## config.mk

```make
export PLATFORM = sky130hd
export DESIGN_NAME = cart_loader
export DESIGN_NICKNAME = d
export VERILOG_FILES = /design/src/rtl/cart_loader_pkg.sv /design/src/rtl/cart_loader_reset_stretcher.sv /design/src/rtl/cart_loader.sv
export SDC_FILE = /design/constraint.sdc
export NUM_CORES = 1
export LEC_CHECK = 0
export BUFFER_PORTS_ARGS = -buffer_cell sky130_fd_sc_hd__buf_2
export CELL_PAD_IN_SITES_DETAIL_PLACEMENT = 1
export CELL_PAD_IN_SITES_GLOBAL_PLACEMENT = 2
export CORE_UTILIZATION = 29
export DETAILED_ROUTE_END_ITERATION = 7
export GPL_TIMING_DRIVEN = 0
export PLACE_DENSITY = 0.8
export SYNTH_ARGS = -nofsm -noshare
export SYNTH_HDL_FRONTEND = slang
export SYNTH_HIERARCHICAL = 1
export SYNTH_SLANG_ARGS = --single-unit
```

## constraint.sdc

```tcl
create_clock -name clk_sys -period 5.2 [get_ports clk_sys]
set_input_delay 0.26 -clock clk_sys [delete_from_list [all_inputs] [get_ports clk_sys]]
set_output_delay 0.26 -clock clk_sys [all_outputs]
set_load 0.01 [all_outputs]
```

## src/rtl/cart_loader_pkg.sv

```systemverilog
// Shared definitions for the cartridge loader: FSM state encoding and the
// ioctl byte-address width used by the HPS download interface.
package cart_loader_pkg;

   // Width of the HPS ioctl byte address bus.
   localparam int unsigned IOCTL_ADDR_W = 25;

   // Loader sequencing states.
   typedef enum logic [1:0] {
      ST_IDLE = 2'd0,
      ST_LOAD = 2'd1,
      ST_MASK = 2'd2,
      ST_HOLD = 2'd3
   } loader_state_t;

endpackage

```

## src/rtl/cart_loader_reset_stretcher.sv

```systemverilog
// Loadable down-counter used to stretch a reset pulse for HOLD cycles.
// Ports:
//   clk    in  clock, rising edge
//   reset  in  synchronous active-high reset, clears the counter
//   load   in  reload counter with HOLD (has priority over dec)
//   dec    in  decrement counter while non-zero
//   done_c out counter is at its final cycle (count == 1)
module cart_loader_reset_stretcher #(
   parameter int unsigned HOLD = 255
) (
   input  logic clk,
   input  logic reset,
   input  logic load,
   input  logic dec,
   output logic done_c
);

   localparam int unsigned CNT_W = $clog2(HOLD + 1);

   logic [CNT_W-1:0] count;

   // Down-counter; load wins so a restart always sees a full hold period.
   always_ff @(posedge clk) begin
      if (reset) begin
         count <= '0;
      end else if (load) begin
         count <= CNT_W'(HOLD);
      end else if (dec && (count != '0)) begin
         count <= count - CNT_W'(1);
      end
   end

   assign done_c = (count == CNT_W'(1));

endmodule

```

## src/rtl/cart_loader.sv

```systemverilog
// Routes the HPS ioctl download stream onto the shared cartridge/work RAM
// port, arbitrates that port with the CPU, tracks the loaded image size and
// its power-of-two mirror mask, and sequences the post-download core reset.
// Ports:
//   clk_sys, reset                  clock / synchronous active-high reset
//   ioctl_download/index/wr/addr/dout  HPS download stream
//   cpu_a, cpu_we_n, cpu_d          CPU RAM access
//   ram_a, ram_we, ram_d            RAM port A (combinational, zero latency)
//   cart_size, cart_mask            accepted image size and mirror mask
//   cart_loaded, overflow           image valid / bytes dropped past MAX_SIZE
//   core_reset                      reset to the console core
module cart_loader
   import cart_loader_pkg::*;
#(
   parameter int unsigned       ADDR_W     = 16,
   parameter int unsigned       DATA_W     = 8,
   parameter logic [7:0]        CART_INDEX = 8'd1,
   parameter logic [ADDR_W-1:0] BASE_ADDR  = '0,
   parameter int unsigned       MAX_SIZE   = 2**ADDR_W,
   parameter int unsigned       RESET_HOLD = 255
) (
   input  logic                    clk_sys,
   input  logic                    reset,
   input  logic                    ioctl_download,
   input  logic [7:0]              ioctl_index,
   input  logic                    ioctl_wr,
   input  logic [IOCTL_ADDR_W-1:0] ioctl_addr,
   input  logic [7:0]              ioctl_dout,
   input  logic [ADDR_W-1:0]       cpu_a,
   input  logic                    cpu_we_n,
   input  logic [DATA_W-1:0]       cpu_d,
   output logic [ADDR_W-1:0]       ram_a,
   output logic                    ram_we,
   output logic [DATA_W-1:0]       ram_d,
   output logic [IOCTL_ADDR_W-1:0] cart_size,
   output logic [ADDR_W-1:0]       cart_mask,
   output logic                    cart_loaded,
   output logic                    overflow,
   output logic                    core_reset
);

   localparam int unsigned MCNT_W = $clog2(ADDR_W + 1);

   loader_state_t           state;
   logic [MCNT_W-1:0]       mask_cnt;
   logic                    cart_pending;
   logic                    download_q;

   logic                    is_cart;
   logic                    dl_cart;
   logic                    dl_other;
   logic                    in_range;
   logic                    byte_wr;
   logic                    start_load;
   logic                    mask_last;
   logic                    hold_load;
   logic                    hold_dec;
   logic                    hold_done;
   logic [IOCTL_ADDR_W-1:0] addr_next;
   logic [IOCTL_ADDR_W-1:0] mask_wide;
   logic [IOCTL_ADDR_W-1:0] size_m1;

   // Download classification and address checks.
   assign is_cart    = (ioctl_index == CART_INDEX);
   assign dl_cart    = ioctl_download & is_cart;
   assign dl_other   = ioctl_download & ~is_cart;
   assign in_range   = (32'(ioctl_addr) < MAX_SIZE);
   assign byte_wr    = (state == ST_LOAD) & ioctl_download & ioctl_wr & ~reset;
   assign start_load = dl_cart & (state != ST_LOAD);
   assign mask_last  = (mask_cnt == MCNT_W'(1));
   assign addr_next  = ioctl_addr + IOCTL_ADDR_W'(1);
   assign mask_wide  = IOCTL_ADDR_W'(cart_mask);
   assign size_m1    = cart_size - IOCTL_ADDR_W'(1);

   assign core_reset = reset | (state != ST_IDLE);

   // RAM port mux: downloader owns the port in LOAD, CPU otherwise.
   always_comb begin
      ram_a  = cpu_a;
      ram_d  = cpu_d;
      ram_we = ~cpu_we_n & ~core_reset;
      if (state == ST_LOAD) begin
         ram_a  = BASE_ADDR + ioctl_addr[ADDR_W-1:0];
         ram_d  = DATA_W'(ioctl_dout);
         ram_we = byte_wr & in_range;
      end
   end

   // Hold counter control. The registered download level keeps the counter
   // full for the cycle in which the download drop is first seen, so the
   // hold always spans RESET_HOLD cycles after the download ends.
   always_comb begin
      hold_load = 1'b0;
      hold_dec  = 1'b0;
      unique case (state)
         ST_IDLE: hold_load = dl_other;
         ST_LOAD: hold_load = 1'b0;
         ST_MASK: hold_load = ioctl_download | mask_last;
         ST_HOLD: begin
            hold_load = ioctl_download | download_q;
            hold_dec  = ~(ioctl_download | download_q);
         end
         default: hold_load = 1'b0;
      endcase
   end

   cart_loader_reset_stretcher #(
      .HOLD (RESET_HOLD)
   ) u_hold (
      .clk    (clk_sys),
      .reset  (reset),
      .load   (hold_load),
      .dec    (hold_dec),
      .done_c (hold_done)
   );

   // Loader FSM with image bookkeeping.
   always_ff @(posedge clk_sys) begin
      if (reset) begin
         state        <= ST_IDLE;
         cart_size    <= '0;
         cart_mask    <= '1;
         cart_loaded  <= 1'b0;
         overflow     <= 1'b0;
         mask_cnt     <= '0;
         cart_pending <= 1'b0;
         download_q   <= 1'b0;
      end else begin
         download_q <= ioctl_download;

         // Mask search: grow the mask one bit per cycle until it covers
         // cart_size-1. Runs off its own counter so a HOLD restart from an
         // unrelated download cannot leave it half built.
         if (mask_cnt != '0) begin
            mask_cnt <= mask_cnt - MCNT_W'(1);
            if ((cart_size != '0) && (mask_wide < size_m1)) begin
               cart_mask <= {cart_mask[ADDR_W-2:0], 1'b1};
            end
         end

         if (start_load) begin
            state        <= ST_LOAD;
            cart_loaded  <= 1'b0;
            overflow     <= 1'b0;
            cart_size    <= '0;
            mask_cnt     <= '0;
            cart_pending <= 1'b0;
         end else begin
            unique case (state)
               ST_IDLE: begin
                  if (dl_other) begin
                     state <= ST_HOLD;
                  end
               end
               ST_LOAD: begin
                  if (!ioctl_download) begin
                     state        <= ST_MASK;
                     mask_cnt     <= MCNT_W'(ADDR_W);
                     cart_mask    <= (cart_size == '0) ? '1 : '0;
                     cart_pending <= 1'b1;
                  end else if (ioctl_wr) begin
                     if (in_range) begin
                        if (addr_next > cart_size) begin
                           cart_size <= addr_next;
                        end
                     end else begin
                        overflow <= 1'b1;
                     end
                  end
               end
               ST_MASK: begin
                  if (dl_other || mask_last) begin
                     state <= ST_HOLD;
                  end
               end
               ST_HOLD: begin
                  if (!ioctl_download && !download_q && hold_done) begin
                     state        <= ST_IDLE;
                     cart_pending <= 1'b0;
                     if (cart_pending && (cart_size != '0)) begin
                        cart_loaded <= 1'b1;
                     end
                  end
               end
               default: state <= ST_IDLE;
            endcase
         end
      end
   end

endmodule
```

After elaboration in Yosys (flattened, before gate mapping)
Index checks and enable logic that the tools add are counted.
{ "classes": {"addsub": 4, "magnitude_cmp": 3, "eq_ne": 15, "muxes": 25, "n_bitwise": 17, "reduce_logical": 23} }
{ "op_table": {"columns": ["operator", "count"], "rows": [
  ["16-bit 2-to-1 mux", 7],
  ["25-bit by 1-bit adder with 25-bit output, second input constant", 1],
  ["25-bit greater-than comparator", 1],
  ["25-bit zero test", 1],
  ["16-bit by 25-bit < comparator with 1-bit output", 1],
  ["25-bit by 17-bit < comparator with 1-bit output, second input constant", 1],
  ["25-bit nonzero test", 1],
  ["25-bit by 1-bit subtractor with 25-bit output, second input constant", 1],
  ["8-bit 2-to-1 mux", 3],
  ["8-bit by 1-bit equality test with 1-bit output, second input constant", 2],
  ["5-bit 2-to-1 mux", 3],
  ["3-bit inequality test, second input constant", 4],
  ["4-bit AND reduction", 3],
  ["1-bit AND", 8],
  ["2-bit 2-to-1 mux", 4],
  ["2-bit inequality test, second input constant", 4],
  ["2-bit one-hot mux with 4 select lines", 1],
  ["8-bit nonzero test", 1],
  ["8-bit by 1-bit subtractor with 8-bit output, second input constant", 1],
  ["1-bit inverter", 6],
  ["3-bit AND reduction", 2],
  ["2-bit nonzero test", 3],
  ["5-bit by 1-bit equality test with 1-bit output, second input constant", 1],
  ["1-bit logical AND", 5],
  ["14 further kinds", 22]
]} }
{ "totals": {"ff_bits": 60, "in_bits": 70, "out_inout_bits": 69, "wordCells": 97} }

Longest topological paths before layout
{ "logic_depth": {"ltp_word": 8, "depth_mapped": 17, "depth_no_buf": 16} }

Cells and area by module
Netlist, hierarchy kept.
{ "modules_own_cells": {"columns": ["module", "instances", "cells_each", "area_each_um2", "seq_area_each_um2"], "rows": [
  ["cart_loader", 1, 532, 4125.2, 1041.0],
  ["cart_loader_reset_stretcher", 1, 49, 442.9, 160.2]
]} }

Worst setup path after synthesis
No wires, ideal clock.
{ "synth_path": {"kind": "register to register", "start": "register cart_size[0]", "end": "register cart_mask[10]", "setup_ns": 0.116, "arrival_ns": 3.691, "t_required_ns": 5.084, "path_slack_ns": 1.393, "path_stages_with_launch": 16, "path_buffers": 2, "period_less_slack_ns": 3.807, "path_cell_list": "dfxtp_1 > inv_1 > ha_1 > or4b_1 > buf_2 > or4_4 > or4_1 > xnor2_1 > ha_1 > nand4_1 > a41oi_1 > a211oi_2 > o31ai_4 > a211oi_4 > buf_6 > a2bb2oi_2"} }
{ "synth_via": {"elab_chain_cells": 8, "elab_cells_between_ends": 11, "classes_between": "add/sub (1); order compare (1); mux (6); reduce/logical (3)"} }
{ "synth_rtl": {"columns": ["item", "line_no", "source"], "rows": [
  ["from (decl)", "cart_loader.sv:35", "output logic [IOCTL_ADDR_W-1:0] cart_size,"],
  ["from (signal assigned)", "cart_loader.sv:164", "cart_size <= addr_next;"],
  ["25-bit by 1-bit subtractor with 25-bit output", "cart_loader.sv:73", "assign size_m1 = cart_size - IOCTL_ADDR_W'(1);"],
  ["16-bit by 25-bit < comparator with 1-bit output", "cart_loader.sv:136", "if ((cart_size != '0) && (mask_wide < size_m1)) begin"],
  ["1-bit logical AND", "cart_loader.sv:136", null],
  ["16-bit 2-to-1 mux", "cart_loader.sv:136", null],
  ["16-bit 2-to-1 mux", "cart_loader.sv:134", "if (mask_cnt != '0) begin"],
  ["16-bit 2-to-1 mux", "cart_loader.sv:156", "if (!ioctl_download) begin"],
  ["16-bit 2-to-1 mux", "cart_loader.sv:149", "unique case (state)"],
  ["16-bit 2-to-1 mux (*)", "cart_loader.sv:141", "if (start_load) begin"],
  ["to (signal assigned)", "cart_loader.sv:137", "cart_mask <= {cart_mask[ADDR_W-2:0], 1'b1};"],
  ["to (signal assigned)", "cart_loader.sv:159", "cart_mask <= (cart_size == '0) ? '1 : '0;"],
  ["to (decl)", "cart_loader.sv:36", "output logic [ADDR_W-1:0] cart_mask,"]
]} }
Mark *: on every way between the ends. The rest lies on a longest branch, timed or not.
A chain may end at the register's enable or synchronous reset.

Worst setup path after layout
{ "layout_path": {"start": "register cart_size[0]", "end": "register cart_mask[6]"} }
The elaborated chain is that of the path after synthesis.

==> impl_metrics.csv <==
group,metric,value,unit
min_path,hold_depth,4,
drt,drt_iter0_markers,156,
grt,grt-ovfl-total,0,
synth,synth_area_leaders,"dfxtp_1, ha_1, nand2_1, xnor2_1, nand3_1",
floorplan,dieArea,16260,µm²
min_path,min_path_type,"in -> reg",
synth,ys_ff_latch,60,
power_and_ir_drop,ir_drop,0.1233,mV
power_and_ir_drop,powerDensity,242.5,nW/µm²
clock_tree,post_cts_resized,0,
drt,drc,0,
timing,hold_violations,0,
floorplan,ios,139,
timing,rsz0062_at_grt,"false",
final_layout,fin_util,37.84,%
setup_path,r2r_cells,15,
setup_path,critPathArrivalTime,4410,ps
placed_design,dp_slack,965.1,ps
synth,yosysSeqAreaShare,26.29,%
drt,drtPass1Iterations,4,
floorplan,std_cell_rows,45,
grt,grt_pass1_vias,4970,
power_and_ir_drop,total_power,0.001405,W
setup_path,start_kind,"flop",
synth,synth_top_area_cell,"dfxtp_1",
timing,tightest_slew,945.1,ps
clock_tree,cts_setup_buffers,0,
drt,wire_per_inst,15.42,µm
floorplan,start_util,29.83,%
synth,yosysUniqueCellTypes,59,
clock_tree,root_buffer,"clkbuf_16",
timing,worst_slack,998.0,ps
clock_tree,insertion_delay,320,ps
run,drv_cap,0,
floorplan,die_w,127.5,µm
floorplan,core,15310,µm²
final_layout,final_cell_count_no_fill,943,
final_layout,syn_to_final_growth,26.84,%
setup_path,crit_type,"reg -> reg",
final_layout,n_fill_cell,1953,
timing,finClkSkew,3.936,ps
synth,yosysWarningCount,6,
synth,synthCells,581,
floorplan,die_h,127.5,µm
synth,synth_edf_count,0,
timing,period_needed,4202,ps
synth,syn_avg_cell_area,7.863,µm²
clock_tree,clockBufferDepth,2,
drt,vias,4698,
timing,max_slew_margin,36.70,%
drt,ant_nets,0,
setup_path,cp_max_fo,10,
clock_tree,clk_pin_slew_worst_paths,50,ps
clock_tree,cts_hold_buf,0,
synth,synth_area,4568,µm²
placed_design,dp_hpwl,12.53,mm
clock_tree,cts.sinks,60,
drt,drt_wl_total,14.54,mm
run_status,status,"finished, final reports clean",
timing,slew_violations,0,
setup_path,end_kind,"flop",
clock_tree,tritoncts,"built",
placed_design,io_buffers,137,
final_layout,num-nets-final,846,
timing,finalSetupTns,0,ps
grt,grtUsageTotal,18.51,%
final_layout,drive_gt1_share,24.18,%
synth,synthTopCellsByCount,"nand2_1, dfxtp_1, ha_1",
synth,synth.top_cell.area_share,26.29,%
timing,finalCritPeriodShare,80.81,%
synth,synthesis.nets,698,
grt,grt_max_degree,11,
setup_path,critPathRequiredTime,5410,ps
placed_design,routabilityCongestion,0.7963,
synth,synthFlopType,"dfxtp_1",
clock_tree,tritoncts.num_buffers,9,
timing,max_freq,238.0,MHz
synth,synthArstFlopShare,0,%
drt,routed_via_density,4.982,
timing,finalSetupViolations,0,
grt,grt_pass1_wl,23.92,mm
grt,antenna_found_initial,0,
synth,post-synth-top-count-cell,"nand2_1",
clock_tree,cts-htree-levels,3,
placed_design,post-place-cells,929,
power_and_ir_drop,leakagePower,2.646,nW
final_layout,diodes,0,
[critical path, stage by stage, from the launching register on]
cell       delay, ps
dfxtp_1          370
inv_1            130
ha_1             210
or4b_1           440
buf_2            200
or4_4            450
or4_1            430
xnor2_1          140
ha_1             310
nand4_1          100
a41oi_1          160
a211oi_2         320
o31ai_4          140
a211oi_4         380
buf_6            230
a2bb2oi_2         70
[state kept, by name (all words and copies together), names as in the netlist]
name and cells:
overflow 1, state 2, u_hold/count 8, cart_loaded 1
download_q 1, mask_cnt 5, cart_mask 16, cart_pending 1
cart_size 25
[layout by cell type (no fill, tap or decap), types with 6 or more instances in the layout]
cell	synthesis	final
a21o_1	9	9
a21oi_1	23	23
a2bb2oi_2	10	10
a31oi_1	6	6
and3_1	9	9
buf_2	1	138
clkbuf_1	19	19
clkbuf_16	0	9
dfxtp_1	60	60
ha_1	47	47
inv_1	38	38
nand2_1	115	115
nand3_1	31	31
nand4_1	11	11
nor2_1	29	29
nor3_1	19	19
nor4_1	8	8
o21ai_0	7	7
o31ai_1	20	20
or3_1	7	7
xnor2_1	37	37
xor2_1	9	9
[path summary, 6_finish.rpt]
kind	from	endpoint	slack [ps]
min	ioctl_addr[0]	cart_size[0]	310
min reg2reg	overflow	overflow	460
max reg2reg	cart_size[0]	cart_mask[6]	1000
max	cart_size[0]	cart_mask[6]	1000
[metrics by stage]
step / hold slack (ps) / instance area, µm²
CTS: 306.2 / 5794
global route: 332.0 / 5794
global placement: 454.1 / 5518
floorplan: 441.7 / 4568
detailed placement: 457.4 / 5518
finish: 309.4 / 5794
[power breakdown]
group	switching, W	leakage (nW)	internal [W]	total (W)
registers	0.0000289	0.489	0.000487	0.000516
clock network	0.000193	0.140	0.000353	0.000546
logic	0.000196	2.02	0.000147	0.000343
[layout make-up]
| class | count | area (µm²) | area share, % |
|---|---|---|---|
| Timing Repair Buffer | 137 | 685.7 | 11.83 |
| Multi-Input combinational cell | 460 | 3122 | 53.88 |
| Buffer | 23 | 102.6 | 1.771 |
| Clock buffer | 12 | 266.5 | 4.599 |
| Sequential cell | 60 | 1201 | 20.73 |
| Inverter | 38 | 142.6 | 2.462 |
| Clock inverter | 2 | 10.01 | 0.1727 |
| Tap cell | 211 | 264.0 | 4.556 |
[cells by family (layout without fill, tap and decap cells)]
kind of cell	after synthesis	after routing	share of synthesized area, %
AOI/OAI and AO/OA	111	111	19.31
buffers and inverters	61	212	5.368
and+or+nand+nor	256	256	27.33
xor gates and xnor gates	46	46	8.820
adders and majority gates	47	47	12.87
DFF	60	60	26.29
[per-layer routing]
| layer | global-route usage (%) | up-vias | wire, µm |
|---|---|---|---|
| li1 | - | 2373 | - |
| met1 | 21.63 | 2181 | 6386 |
| met2 | 33.91 | 127 | 7250 |
| met3 | 3.727 | 17 | 656 |
| met4 | 5.322 | 0 | 250 |
| met5 | 0 | - | 0 |
Power figures use the tool's default switching activity.
